### src/rtl/tm1638_frame_sequencer.sv
// Frame-level command sequencer for the TM1638 LED&KEY board: turns one accepted
// display frame into the data-mode, address+data and display-control transactions.
module tm1638_frame_sequencer #(
  parameter int POWER_UP_CYCLES = 50_000_000,
  parameter int OUT_BYTES       = 17,
  parameter int AWAIT_TIMEOUT   = 1_000_000
) (
  input  logic                           CLOCK_50,
  input  logic                           reset,
  input  logic                           frame_valid,
  output logic                           frame_ready,
  input  logic [15:0][7:0]               frame_data,
  input  logic [2:0]                     brightness,
  input  logic                           display_on,
  input  logic                           busy,
  output logic                           activate,
  output logic                           in_cs,
  output logic [OUT_BYTES-1:0][7:0]      out_data,
  output logic [$clog2(OUT_BYTES+1)-1:0] out_count,
  output logic [15:0]                    frames_sent,
  output logic                           timeout_err
);

  localparam int CW = $clog2(OUT_BYTES + 1);
  localparam int PW = (POWER_UP_CYCLES > 0) ? $clog2(POWER_UP_CYCLES + 1) : 1;
  localparam int TW = (AWAIT_TIMEOUT > 0) ? $clog2(AWAIT_TIMEOUT + 1) : 1;
  localparam int NB = 17;

  typedef enum logic [2:0] {
    ST_POWER_UP = 3'd0,
    ST_IDLE     = 3'd1,
    ST_CMD_MODE = 3'd2,
    ST_CMD_DATA = 3'd3,
    ST_CMD_CTRL = 3'd4,
    ST_SEND     = 3'd5,
    ST_AWAIT    = 3'd6
  } state_t;

  function automatic logic [7:0] ctrl_byte(input logic on, input logic [2:0] level);
    logic [7:0] b;
    if (on) begin
      b = {5'b10001, level};
    end else begin
      b = 8'h80;
    end
    return b;
  endfunction

  state_t                    state_q, state_d;
  state_t                    ret_q, ret_d;
  logic [PW-1:0]             pu_cnt_q, pu_cnt_d;
  logic [TW-1:0]             to_cnt_q, to_cnt_d;
  logic                      busy_seen_q, busy_seen_d;
  logic [15:0][7:0]          shadow_q, shadow_d;
  logic [2:0]                bright_q, bright_d;
  logic                      disp_on_q, disp_on_d;
  logic [NB-1:0][7:0]        nxt_data_q, nxt_data_d;
  logic [CW-1:0]             nxt_count_q, nxt_count_d;
  logic                      activate_q, activate_d;
  logic                      in_cs_q, in_cs_d;
  logic [OUT_BYTES-1:0][7:0] out_data_q, out_data_d;
  logic [CW-1:0]             out_count_q, out_count_d;
  logic [15:0]               frames_q, frames_d;
  logic                      timeout_q, timeout_d;

  // Next-state and output decode; every command step funnels through SEND/AWAIT.
  always_comb begin
    state_d     = state_q;
    ret_d       = ret_q;
    pu_cnt_d    = pu_cnt_q;
    to_cnt_d    = to_cnt_q;
    busy_seen_d = busy_seen_q;
    shadow_d    = shadow_q;
    bright_d    = bright_q;
    disp_on_d   = disp_on_q;
    nxt_data_d  = nxt_data_q;
    nxt_count_d = nxt_count_q;
    activate_d  = activate_q;
    in_cs_d     = in_cs_q;
    out_data_d  = out_data_q;
    out_count_d = out_count_q;
    frames_d    = frames_q;
    timeout_d   = timeout_q;

    case (state_q)
      ST_POWER_UP: begin
        if (pu_cnt_q == '0) begin
          state_d = ST_IDLE;
        end else begin
          pu_cnt_d = pu_cnt_q - PW'(1);
        end
      end
      ST_IDLE: begin
        if (frame_valid) begin
          shadow_d  = frame_data;
          bright_d  = brightness;
          disp_on_d = display_on;
          state_d   = ST_CMD_MODE;
        end else begin
          state_d = ST_IDLE;
        end
      end
      ST_CMD_MODE: begin
        nxt_data_d    = '0;
        nxt_data_d[0] = 8'h40;
        nxt_count_d   = CW'(1);
        ret_d         = ST_CMD_DATA;
        state_d       = ST_SEND;
      end
      ST_CMD_DATA: begin
        nxt_data_d[0] = 8'hC0;
        for (int i = 0; i < 16; i++) begin
          nxt_data_d[i+1] = shadow_q[i];
        end
        nxt_count_d = CW'(NB);
        ret_d       = ST_CMD_CTRL;
        state_d     = ST_SEND;
      end
      ST_CMD_CTRL: begin
        nxt_data_d    = '0;
        nxt_data_d[0] = ctrl_byte(disp_on_q, bright_q);
        nxt_count_d   = CW'(1);
        ret_d         = ST_IDLE;
        state_d       = ST_SEND;
      end
      ST_SEND: begin
        if (!busy) begin
          out_data_d = '0;
          for (int i = 0; i < NB; i++) begin
            if (CW'(i) < nxt_count_q) begin
              out_data_d[i] = nxt_data_q[i];
            end else begin
              out_data_d[i] = 8'h00;
            end
          end
          out_count_d = nxt_count_q;
          in_cs_d     = 1'b1;
          activate_d  = 1'b1;
          busy_seen_d = 1'b0;
          to_cnt_d    = '0;
          state_d     = ST_AWAIT;
        end else begin
          activate_d = 1'b0;
        end
      end
      ST_AWAIT: begin
        // A busy rise wins over a timeout expiring in the same cycle.
        if (busy && !busy_seen_q) begin
          busy_seen_d = 1'b1;
          activate_d  = 1'b0;
        end else if (!busy && busy_seen_q) begin
          state_d = ret_q;
          if (ret_q == ST_IDLE) begin
            frames_d = frames_q + 16'd1;
            in_cs_d  = 1'b0;
          end else begin
            in_cs_d = in_cs_q;
          end
        end else if (!busy_seen_q) begin
          to_cnt_d = to_cnt_q + TW'(1);
          if ((to_cnt_q + TW'(1)) == TW'(AWAIT_TIMEOUT)) begin
            timeout_d  = 1'b1;
            activate_d = 1'b0;
            in_cs_d    = 1'b0;
            state_d    = ST_IDLE;
          end else begin
            state_d = ST_AWAIT;
          end
        end else begin
          state_d = ST_AWAIT;
        end
      end
      default: begin
        state_d = ST_POWER_UP;
      end
    endcase
  end

  // State and output registers with synchronous active-low reset.
  always_ff @(posedge CLOCK_50) begin
    if (!reset) begin
      state_q     <= ST_POWER_UP;
      ret_q       <= ST_IDLE;
      pu_cnt_q    <= PW'(POWER_UP_CYCLES);
      to_cnt_q    <= '0;
      busy_seen_q <= 1'b0;
      shadow_q    <= '0;
      bright_q    <= 3'd0;
      disp_on_q   <= 1'b0;
      nxt_data_q  <= '0;
      nxt_count_q <= '0;
      activate_q  <= 1'b0;
      in_cs_q     <= 1'b0;
      out_data_q  <= '0;
      out_count_q <= '0;
      frames_q    <= 16'd0;
      timeout_q   <= 1'b0;
    end else begin
      state_q     <= state_d;
      ret_q       <= ret_d;
      pu_cnt_q    <= pu_cnt_d;
      to_cnt_q    <= to_cnt_d;
      busy_seen_q <= busy_seen_d;
      shadow_q    <= shadow_d;
      bright_q    <= bright_d;
      disp_on_q   <= disp_on_d;
      nxt_data_q  <= nxt_data_d;
      nxt_count_q <= nxt_count_d;
      activate_q  <= activate_d;
      in_cs_q     <= in_cs_d;
      out_data_q  <= out_data_d;
      out_count_q <= out_count_d;
      frames_q    <= frames_d;
      timeout_q   <= timeout_d;
    end
  end

  assign frame_ready = (state_q == ST_IDLE);
  assign activate    = activate_q;
  assign in_cs       = in_cs_q;
  assign out_data    = out_data_q;
  assign out_count   = out_count_q;
  assign frames_sent = frames_q;
  assign timeout_err = timeout_q;

endmodule

### config.mk
export PLATFORM = sky130hd
export DESIGN_NAME = tm1638_frame_sequencer
export DESIGN_NICKNAME = d
export VERILOG_FILES = /design/src/rtl/tm1638_frame_sequencer.sv
export SDC_FILE = /design/constraint.sdc
export NUM_CORES = 1
export LEC_CHECK = 0
export CAP_MARGIN = 20
export CORE_UTILIZATION = 35
export DETAILED_ROUTE_END_ITERATION = 10
export REMOVE_ABC_BUFFERS = 1
export SLEW_MARGIN = 5
export SYNTH_ARGS = -nofsm -noshare
export SYNTH_HDL_FRONTEND = slang
export SYNTH_SLANG_ARGS = --single-unit
### constraint.sdc
create_clock -name CLOCK_50 -period 2.9 [get_ports CLOCK_50]
set_clock_uncertainty 0.05 [all_clocks]
set_input_delay 0.58 -clock CLOCK_50 [delete_from_list [all_inputs] [get_ports CLOCK_50]]
set_output_delay 0.58 -clock CLOCK_50 [all_outputs]
set_load 0.005 [all_outputs]
* Word-level counts from Yosys, hierarchy flattened
Index checks and enable logic that the tools add are counted.
** Cells by class
- $add $sub $neg :: 3
- $lt $le $gt $ge :: 17
- Equal/unequal tests :: 20
- Muxes and demuxes :: 48
- Bitwise logic cells :: 5
- Reduce and logical (&&, ||, !) cells :: 21
** Operator list (number)
- 136-bit one-hot mux with 3 select lines :: 1
- 8-bit two-way mux :: 17
- 20-bit two-way mux :: 4
- 4-bit by 5-bit < comparator with 1-bit output (first input constant) :: 8
- 20-bit one-hot mux with 2 select lines :: 1
- 26-bit logical NOT :: 1
- 26-bit by 1-bit subtractor with 26-bit output (second input constant) :: 1
- 20-bit by 1-bit adder with 20-bit output (second input constant) :: 1
- 20-bit == test (second input constant) :: 1
- 3-bit by 5-bit < comparator with 1-bit output (first input constant) :: 4
- 3-bit two-way mux :: 6
- 3-bit inequality test (second input constant) :: 6
- 16-bit by 1-bit adder with 16-bit output (second input constant) :: 1
- 3-bit one-hot mux with 5 select lines :: 1
- 2-bit inequality test (second input constant) :: 6
- 1-bit two-way mux :: 11
- 1-bit by 5-bit < comparator with 1-bit output (first input constant) :: 2
- 2-bit by 5-bit < comparator with 1-bit output (first input constant) :: 2
- 5-bit one-hot mux with 2 select lines :: 1
- 5-bit AND reduction :: 2
- 3-bit == test (second input constant) :: 3
- 3-bit one-hot mux with 3 select lines :: 1
- 4-bit AND reduction :: 2
- 3-bit by 1-bit == test with 1-bit output (second input constant) :: 2
- 16 further kinds :: 29
** Storage, ports and cells
- Register bits :: 486
- Input bits :: 136
- Output and inout bits :: 161
- Logic and storage cells :: 177

* Logic depth before layout (Yosys ltp)
- Word-level depth :: 7
- Mapped depth :: 9
- Mapped depth without buffers :: 7

* Least setup slack after synthesis
No wires, ideal clock.
- Path type :: in2reg
- Start point :: input port busy
- End point :: register frames_q[15] (netlist: frames_sent[15])
- Library setup time :: 0.070 ns
- Data arrival time :: 2.081 ns
- Required time :: 2.780 ns
- Slack :: 0.699 ns
- Stages :: 7
- Buffers on the path :: 1
- Cells stage by stage :: nand3b_2 -> nor4_4 -> nand3_2 -> or2_1 -> buf_6 -> or3_1 -> a21oi_1
** On the way
- Word-level cells in the longest chain between the ends :: 3
- Elaborated cells between the ends (all ways) :: 5
- Those cells by class :: bitwise (1); reduce/logical (4)
** RTL lines
- start: declaration :: line 15 : input logic busy,
- 1-bit logical NOT or 1-bit logical AND (tied branches) :: line 151, 148
- 1-bit logical AND or 1-bit inverter (tied branches)
- 4-bit AND reduction (no source line) (*)
- end signal: assignment :: line 213 : frames_q <= frames_d;
- end: declaration :: line 63 : logic [15:0] frames_q, frames_d;
Every way passes the cells marked *; elsewhere a longest branch is shown, timed or not.
A chain may end at the register's enable or synchronous reset.

* Worst setup path after layout
- Start point :: register state_q[2]
- End point :: output port frame_ready
** On the way
- Word-level cells in the longest chain between the ends :: 1
** RTL lines
- start: declaration :: line 49 : state_t state_q, state_d;
- start signal: assignment :: line 199 : state_q <= state_d;
- 3-bit by 1-bit == test with 1-bit output :: line 218 : assign frame_ready = (state_q == ST_IDLE);
- end: declaration :: line 11 : output logic frame_ready,
No other way between the ends.

==> flow_summary_export.csv <==
group,metric,value,unit
timing,hold_violations,0,
synth,ys_seq_elements,476,
clock_network,cts.sinks,476,
clock_network,insertion_delay,0.59,ns
run_status,outcome,"finished clean",
synth,syn_inst,2057,
power,power_density,615,nW/um^2
clock_network,cts_tree,"done",
timing,rsz0062_at_grt,"no",
synth,async_reset_ff_frac,0,
power,p_comb_frac,0.036,
synth,yosys_warnings,0,
clock_network,clkTransAtPathRegs,0.06,ns
timing,maxSlewHeadroom,0.422,
synth,ys_seq_area_frac,0.545,
synth,avgSynthCellArea,8.51,um^2
synth,yosysMostFrequentCell,"dfxtp_1",
layout,final_util,0.468,
synth,syn_area,17500,um^2
timing,setup_violations,0,
min_path,hold_class,"flop to flop",
synth,synth_flop_cell,"dfxtp_1",
synth,ys_types,68,
layout,fill_cells,4719,
die,io-pin-count,297,
timing,fin_crit,2.73,ns
timing,worst_slew_pin_slew,0.866,ns
die,fp.dieH,226,um
die,dieArea,50900,um^2
drt,firstDrtPassIters,5,
run,max_cap_violations,0,
setup_path,startpoint_type,"flop",
place,hpwlAfterDp,30400,um
setup_path,required,2.27,ns
power,pwr-share-seq,0.468,
drt,antenna_left,0,
drt,via_per_inst,5.16,
setup_path,critPathArrivalTime,2.10,ns
power,total_power,14.1,mW
clock_network,cts_setup_buffers,0,
drt,drc,0,
clock_network,clockRootBuffer,"clkbuf_16",
global_route,grt_pass1_vias,14875,
power,p_switching,3.04,mW
clock_network,postCtsHoldBufs,0,
clock_network,ctsResizeCount,0,
die,rows,81,
global_route,grt_first_pass_wirelength,79700,um
synth,netlist_top_cells_area,"dfxtp_1 54%, nand2_1 8.9%, a21oi_1 8.0%",
global_route,grt.overflow.total,0,
drt,post_drt_wl_per_cell,17.1,um
die,initial_core_util,0.356,
setup_path,crit_chain,"buf_4 > nor2_1 > and2_1 > clkdlybuf4s50_1",
power,intPower,11.1,mW
global_route,antenna_found_initial,2,
global_route,grtUsageTotal,0.196,
setup_path,crit_type,"flop to output port",
clock_network,numCtsBuffers,51,
timing,slew_violations,0,
power,ir_drop,0.410,mV
drt,wirelength,50900,um
power,clkPwrFrac,0.496,
global_route,grt_max_degree,134,
die,die_w,226,um
setup_path,worstSetupEndpointType,"output port",
place,port_buffers,291,
clock_network,htreeDepth,2,
power,p_leak,7.74,nW
synth,yosysTopAreaCell,"dfxtp_1",
timing,timing.final.crit_share,0.940,
die,coreArea,49200,um^2
synth,synth_common_cells,"476 x dfxtp_1, 417 x nand2_1, 279 x a21oi_1",
drt,routed-via-count,15394,
synth,synth_edf_count,0,
setup_path,slowest_delay,0.54,ns
setup_path,critPathMaxFanout,16,
timing,fmax,0.367,GHz
layout,fin_nets,2416,
clock_network,clock_path_buffers,3,
place,place_congestion,0.761,
layout,layout-drive-gt1-share,0.0691,
synth,netlist.area_leader.share,0.545,
drt,first_iter_violations,1247,
setup_path,crit_path_top_delay_cell,"clkdlybuf4s50_1",
power,swShare,0.215,
layout,synthToLayoutAreaGrowth,31.5,%
power by group through the flow:
| stage | Combinational (mW) | Clock (mW) | Sequential, mW |
|---|---|---|---|
| after floorplan | 0.212 | 0 | 6.76 |
| after global placement | 0.504 | 0 | 6.76 |
| after detailed placement | 0.508 | 0 | 6.76 |
| after CTS | 0.510 | 7.21 | 6.62 |
| after global routing | 0.553 | 7.47 | 6.62 |
| final | 0.511 | 7.02 | 6.62 |
per-stage QoR:
stage	setup TNS (ns)	instances	instance area (um^2)	setup slack, ns	hold slack, ns
2_1_floorplan	-1009.21	1884	16800	-3.51	0.386
4_1_cts	0	2980	23000	0.148	0.402
3_3_place_gp	0	2885	21100	0.189	0.388
5_1_grt	0	2982	23000	0.0810	0.415
3_5_place_dp	0	2885	21100	0.192	0.394
6_report	0	2983	23000	0.175	0.400
cell families after synthesis:
family / Yosys count / synth area share
AO/OA/AOI/OAI: 514 / 0.179
XOR/XNOR: 31 / 0.0155
adder cells (fa/ha/maj): 5 / 0.00358
buffers and inverters: 187 / 0.0437
flip-flops: 476 / 0.545
multiplexers: 2 / 0.00114
other: 1 / 0.000214
AND/OR/NAND/NOR: 841 / 0.212
layout by cell type (no fill, tap or decap), drive strengths merged, types with 8 or more instances in the layout:
cell	netlist	routed
a21oi	279	279
a22o	32	32
a22oi	128	128
and3	11	11
buf	39	47
clkbuf	138	71
clkdlybuf4s50	0	291
clkinv	1	13
dfxtp	476	476
inv	9	10
nand2	417	417
nand3	131	131
nand4	14	14
nor2	186	186
nor3	15	15
nor4	12	12
o21ai	34	34
or3	11	11
xnor2	8	8
xor2	23	23
registers in the layout (all words and copies together) (netlist names), 2 cells and up:
register	count
nxt_count_q	2
frames_sent	16
shadow_q	128
ret_q	3
out_count	2
bright_q	3
to_cnt_q	20
state_q	3
out_data	134
pu_cnt_q	26
nxt_data_q	134
metal layers:
layer / vias to the layer above / track usage / part of all wire
li1: 7507 / - / -
met1: 7448 / 0.262 / 0.46
met3: 79 / 0.0342 / 0.052
met5: - / 0 / 0.00024
met2: 358 / 0.316 / 0.46
met4: 2 / 0.0689 / 0.024
critical path: cells and delay by family, from the launching register on:
kind,cells,cell delay (ns)
buf+inv,2,0.75
flops,1,0.35
simple gates,2,0.40
final cells by class:
class,instances,area [um^2],area share
flip-flops and latches,476,9530,0.414
multi-input cells,1398,7270,0.316
repair buffers,338,3490,0.151
clock buffers,71,1510,0.0658
well taps,664,831,0.0361
clock inverters,24,328,0.0142
inverters,10,45.0,0.00196
diodes,2,5.00,0.000217
path summary, 6_finish.rpt:
check	startpoint	endpoint	slack, ns	depth (start not counted)
worst max-delay path	state_q[2]	frame_ready	0.17	4
worst min-delay path	out_data[31]	out_data[31]	0.40	2
worst max register to register	to_cnt_q[1]	activate	0.44	7
worst min register to register	out_data[31]	out_data[31]	0.40	2
(Power assumes the default switching activity.)
